`src/rtl/internal_defines_pkg.sv`:
```
// Shared definitions for the memory port arbiter: FSM encoding, grant
// identity and the default access timeout.
`timescale 1ns/1ps
package internal_defines;

    typedef enum logic [1:0] {
        ST_IDLE   = 2'd0,
        ST_BUSY_I = 2'd1,
        ST_BUSY_D = 2'd2
    } arb_state_e;

    typedef enum logic {
        GRANT_FETCH = 1'b0,
        GRANT_DATA  = 1'b1
    } grant_e;

    localparam int DEFAULT_TIMEOUT_CYC = 16;

endpackage

```
`src/rtl/mem_port_arbiter_reg.sv`:
```
// Generic load-enable register with asynchronous active-low clear, used to
// hold the address/data/mask presented to memory for the whole access.
`timescale 1ns/1ps
module mem_port_arbiter_reg #(
    parameter int WIDTH = 8
) (
    input  logic             clk,
    input  logic             rst_b,
    input  logic             en_i,
    input  logic [WIDTH-1:0] d_i,
    output logic [WIDTH-1:0] q_o
);

    logic [WIDTH-1:0] value_q;

    // Capture the input when enabled, otherwise hold
    always_ff @(posedge clk or negedge rst_b) begin
        if (!rst_b) begin
            value_q <= '0;
        end else if (en_i) begin
            value_q <= d_i;
        end
    end

    assign q_o = value_q;

endmodule

```
`src/rtl/mem_port_arbiter.sv`:
```
// Two-master memory port arbiter: instruction fetch and data requesters
// share one memory port. Ties are broken round-robin, a stalled access is
// completed with an error after TIMEOUT_CYC cycles, and halt stops new grants.
`timescale 1ns/1ps
module mem_port_arbiter
    import internal_defines::*;
#(
    parameter int TIMEOUT_CYC = DEFAULT_TIMEOUT_CYC
) (
    input  logic        clk,
    input  logic        rst_b,
    input  logic        if_req,
    input  logic [29:0] if_addr,
    output logic        if_gnt,
    output logic        if_done,
    input  logic        d_req,
    input  logic [29:0] d_addr,
    input  logic [31:0] d_wdata,
    input  logic [3:0]  d_we,
    output logic        d_gnt,
    output logic        d_done,
    output logic [31:0] rdata,
    output logic        err,
    input  logic        halt,
    output logic        idle,
    output logic        mem_req,
    output logic [29:0] mem_addr,
    output logic [31:0] mem_wdata,
    output logic [3:0]  mem_we,
    input  logic [31:0] mem_rdata,
    input  logic        mem_ready,
    input  logic        mem_excpt
);

    // The counter holds the number of stalled BUSY cycles so far; the access
    // times out in the BUSY cycle whose increment would reach TIMEOUT_CYC-1.
    localparam logic [7:0] TIMEOUT_LAST = 8'(TIMEOUT_CYC - 2);

    arb_state_e  state_q, state_d;
    logic [7:0]  count_q, count_d;
    grant_e      lastGrant_q, lastGrant_d;
    logic        ifDone_q, ifDone_d;
    logic        dDone_q, dDone_d;
    logic [31:0] rdata_q, rdata_d;
    logic        err_q, err_d;
    logic        grantIf, grantData;
    logic [65:0] memLatch_d, memLatch_q;

    // State, counter, round-robin flag and completion outputs
    always_ff @(posedge clk or negedge rst_b) begin
        if (!rst_b) begin
            state_q     <= ST_IDLE;
            count_q     <= '0;
            lastGrant_q <= GRANT_DATA;
            ifDone_q    <= 1'b0;
            dDone_q     <= 1'b0;
            rdata_q     <= '0;
            err_q       <= 1'b0;
        end else begin
            state_q     <= state_d;
            count_q     <= count_d;
            lastGrant_q <= lastGrant_d;
            ifDone_q    <= ifDone_d;
            dDone_q     <= dDone_d;
            rdata_q     <= rdata_d;
            err_q       <= err_d;
        end
    end

    // Grant selection, access tracking and completion/timeout decisions
    always_comb begin
        state_d     = state_q;
        count_d     = count_q;
        lastGrant_d = lastGrant_q;
        ifDone_d    = 1'b0;
        dDone_d     = 1'b0;
        rdata_d     = rdata_q;
        err_d       = err_q;
        grantIf     = 1'b0;
        grantData   = 1'b0;

        case (state_q)
            ST_IDLE: begin
                if (!halt && rst_b) begin
                    if (if_req && (!d_req || lastGrant_q == GRANT_DATA)) begin
                        grantIf     = 1'b1;
                        state_d     = ST_BUSY_I;
                        lastGrant_d = GRANT_FETCH;
                        count_d     = '0;
                    end else if (d_req) begin
                        grantData   = 1'b1;
                        state_d     = ST_BUSY_D;
                        lastGrant_d = GRANT_DATA;
                        count_d     = '0;
                    end
                end
            end
            ST_BUSY_I, ST_BUSY_D: begin
                if (mem_ready) begin
                    rdata_d  = mem_rdata;
                    err_d    = mem_excpt;
                    ifDone_d = (state_q == ST_BUSY_I);
                    dDone_d  = (state_q == ST_BUSY_D);
                    state_d  = ST_IDLE;
                    count_d  = '0;
                end else if (count_q == TIMEOUT_LAST) begin
                    rdata_d  = '0;
                    err_d    = 1'b1;
                    ifDone_d = (state_q == ST_BUSY_I);
                    dDone_d  = (state_q == ST_BUSY_D);
                    state_d  = ST_IDLE;
                    count_d  = '0;
                end else begin
                    count_d  = count_q + 8'd1;
                end
            end
            default: begin
                state_d = ST_IDLE;
                count_d = '0;
            end
        endcase

        memLatch_d = grantData ? {d_addr, d_wdata, d_we}
                               : {if_addr, 32'd0, 4'd0};
    end

    mem_port_arbiter_reg #(
        .WIDTH (66)
    ) uMemLatch (
        .clk   (clk),
        .rst_b (rst_b),
        .en_i  (grantIf | grantData),
        .d_i   (memLatch_d),
        .q_o   (memLatch_q)
    );

    assign if_gnt    = grantIf;
    assign d_gnt     = grantData;
    assign if_done   = ifDone_q;
    assign d_done    = dDone_q;
    assign rdata     = rdata_q;
    assign err       = err_q;
    assign idle      = (state_q == ST_IDLE);
    assign mem_req   = (state_q != ST_IDLE);
    assign mem_addr  = memLatch_q[65:36];
    assign mem_wdata = memLatch_q[35:4];
    assign mem_we    = memLatch_q[3:0];

endmodule
```
`config.mk`:
```
export PLATFORM = sky130hd
export DESIGN_NAME = mem_port_arbiter
export DESIGN_NICKNAME = d
export VERILOG_FILES = /design/src/rtl/internal_defines_pkg.sv /design/src/rtl/mem_port_arbiter_reg.sv /design/src/rtl/mem_port_arbiter.sv
export SDC_FILE = /design/constraint.sdc
export NUM_CORES = 1
export LEC_CHECK = 0
export BUFFER_PORTS_ARGS = -buffer_cell sky130_fd_sc_hd__buf_2
export CORE_ASPECT_RATIO = 1.75
export CORE_UTILIZATION = 48
export DETAILED_ROUTE_END_ITERATION = 16
export PLACE_DENSITY = 0.83
export RECOVER_POWER = 25
export SLEW_MARGIN = 10
export SYNTH_ARGS = -nofsm -noshare
export SYNTH_HDL_FRONTEND = slang
export SYNTH_SLANG_ARGS = --single-unit
```
`constraint.sdc`:
```
create_clock -name clk -period 3.2 [get_ports clk]
set_input_delay 0.64 -clock clk [delete_from_list [all_inputs] [get_ports clk]]
set_output_delay 0.64 -clock clk [all_outputs]
set_load 0.02 [all_outputs]
```
==> results.json <==
{
  "core_sq_mm": 0.00909,
  "path_max_fanout": 6,
  "first_pass_iters": 4,
  "dpl.hpwl_mm": 8.66,
  "wire_per_inst_microns": 16.3,
  "regArea_sq_mm": 0.00280,
  "synth_area_sq_mm": 0.00452,
  "hold_slack_ns": 0.192,
  "ys_ff_latch": 112,
  "synth.distinct_cells": 32,
  "grt_pass1_vias": 3787,
  "cp.required_ns": 2.56,
  "dr_total_vias": 3844,
  "cts.path.max_buffers": 2,
  "die_h_microns": 130,
  "skew_ns": 0.00839,
  "ys_seq_area_share_pct": 62.0,
  "finalWeightedCongestion": 0.839,
  "p_leak_nw": 3.29,
  "port_buffers": 239,
  "synth_warnings": 0,
  "viasPerCell": 5.32,
  "cts-htree-levels": 3,
  "cts_root_buffer": "clkbuf_16",
  "reg2regPathDepth": 7,
  "grt_pass1_wl_mm": 17.1,
  "grt_usage_pct": 23.4,
  "hp-class": "in2async",
  "cts_resized": 0,
  "synth.area.top_cells": "dfrtp_1 (61%), a22o_1 (13%), mux2i_1 (6.9%), o21ai_0 (4.5%), nand2_1 (2.9%)",
  "critPathKind": "reg2out",
  "fmax_mhz": 404,
  "cts_buffers": 9,
  "multiInputGateArea_sq_mm": 0.00159,
  "hold_viol_final": 0,
  "drtIter0Drc": 145,
  "outcome": "finished, final reports clean",
  "rows": 46,
  "r2r_start": "state_q[0]",
  "timing.final.crit_share_pct": 77.4,
  "nets": 738,
  "p_per_area_mw_per_mm2": 982,
  "synthCells": 367,
  "tightest_slew_ns": 1.07,
  "start_kind": "flop",
  "die_w_microns": 75.4,
  "start_util_pct": 49.7,
  "post_cts_hold_buffer_count": 0,
  "fin_crit_ns": 2.48,
  "clkLatencyLatePin_ns": 0.34,
  "r2r_slack_ns": 1.10,
  "die_area_sq_mm": 0.00982,
  "yosys.area.top_type": "dfrtp_1",
  "syn_nets": 507,
  "cts_tree": "done",
  "area.growth.synth_to_final_pct": 34.5,
  "rsz0062_at_grt": "no",
  "grt_start_max_net_pins": 90,
  "slew_headroom_pct": 28.4,
  "syn_avg_cell_area_sq_um": 12.3,
  "finalSetupViolations": 0,
  "r2r-end": "uMemLatch.q_o[44]",
  "wl_mm": 11.8,
  "setup_tns_ns": 0,
  "postCtsSetupBuffers": 0,
  "drc_errors": 0,
  "path_clk_slew_ns": 0.07,
  "drive_above_1_share_pct": 34.6,
  "fillers": 724,
  "peakVddDrop_mv": 0.588,
  "cts.sinks": 112,
  "slew_viol_final": 0,
  "power_w": 0.00597,
  "antenna_found_initial": 1,
  "drv_cap": 0,
  "io_pins": 240,
  "cp-end-kind": "primary output",
  "overflow": 0,
  "synth.top_cell.area_share_pct": 61.5,
  "ant_nets": 0,
  "critPathArrivalTime_ns": 1.84
}
## Yosys cell counts, drive strengths merged
cell and number:
and2 2, or3 3, a211oi 1, inv 10, clkbuf 10, nand4 3
a31oi 1, and4 1, a22o 69, mux2i 31, nor3 1, o21a 1
dfrtp 111, ha 5, a21o 1, and3b 2, dfstp 1, nand3 4
nor2b 1, o22ai 1, nor4b 1, nand2b 2, nor2 5, nand2 36
a21oi 7, o21ai 42, buf 14, o41ai 1
## cell families after synthesis
logic type / after synthesis / share of synthesized area (%)
flops: 112 / 62.0
simple gates: 61 / 6.64
mux: 31 / 6.87
buf+inv: 34 / 3.21
fa+ha+maj: 5 / 1.38
compound gates: 124 / 19.9
## per-stage QoR
stage | std cells | worst slack [ns] | utilization [%] | instance area, sq um
3_3_place_gp | 707 | 0.876 | 64.1 | 5830
2_1_floorplan | 367 | 1.03 | - | 4520
6_report | 723 | 0.723 | 66.8 | 6080
5_1_grt | 722 | 0.573 | 66.8 | 6070
3_5_place_dp | 707 | 0.844 | 64.1 | 5830
4_1_cts | 722 | 0.688 | 67.6 | 6150
## routing by layer
layer | share of wire, % | global-route usage, % | wire, microns | up-vias
met5 | 0 | 0 | 0 | -
met4 | 2.0 | 9.59 | 235 | 0
met3 | 9.0 | 7.57 | 1060 | 22
met2 | 51 | 41.6 | 6030 | 205
met1 | 38 | 24.9 | 4440 | 1814
li1 | - | - | - | 1803
## registers in the layout, summed over array words and instances (netlist names)
signal and cells:
if_done 1, rdata 32, err 1, count_q 8, uMemLatch.q_o 66, d_done 1
lastGrant_q 1, state_q 2
## layout make-up
| cell class | count | share of cell area, % |
|---|---|---|
| diodes | 1 | 0.0412 |
| inverters | 10 | 0.618 |
| clock inverters | 5 | 1.34 |
| repair buffers | 244 | 19.4 |
| well taps | 120 | 2.47 |
| clock buffers | 10 | 3.93 |
| multi-input cells | 221 | 26.1 |
| flip-flops and latches | 112 | 46.1 |
## critical path, stage by stage, from the launching register on
cell	delay, ns
dfrtp_1	0.39
inv_1	0.10
ha_1	0.29
and3b_1	0.32
nand3_2	0.14
inv_2	0.09
buf_2	0.17
## report_power, final
part           switching (W)  leakage, nW  internal [W]
sequential          0.000331         1.43       0.00200
combinational        0.00158         1.71      0.000873
clock               0.000478        0.155      0.000703
total                0.00239         3.29       0.00357
## cell usage in the layout, fill, tap and decap left out, types with 6 or more instances in the layout
| cell type | Yosys | layout |
|---|---|---|
| clkbuf_16 | 0 | 9 |
| a22o_1 | 69 | 69 |
| inv_1 | 9 | 9 |
| o21ai_0 | 41 | 41 |
| clkbuf_1 | 10 | 58 |
| a21oi_1 | 6 | 6 |
| buf_2 | 14 | 180 |
| dfrtp_1 | 111 | 111 |
| nand2_1 | 35 | 35 |
| mux2i_1 | 31 | 31 |
## how the worst max path moves through the flow
stage / from / to / slack (ns)
after global placement: rst_b / d_gnt / 0.88
after floorplan: state_q[0] / d_gnt / 1.03
after detailed placement: rst_b / d_gnt / 0.84
after CTS: state_q[0] / d_gnt / 0.69
final: state_q[0] / d_gnt / 0.72
after global routing: state_q[0] / d_gnt / 0.57
(Power assumes the default switching activity.)
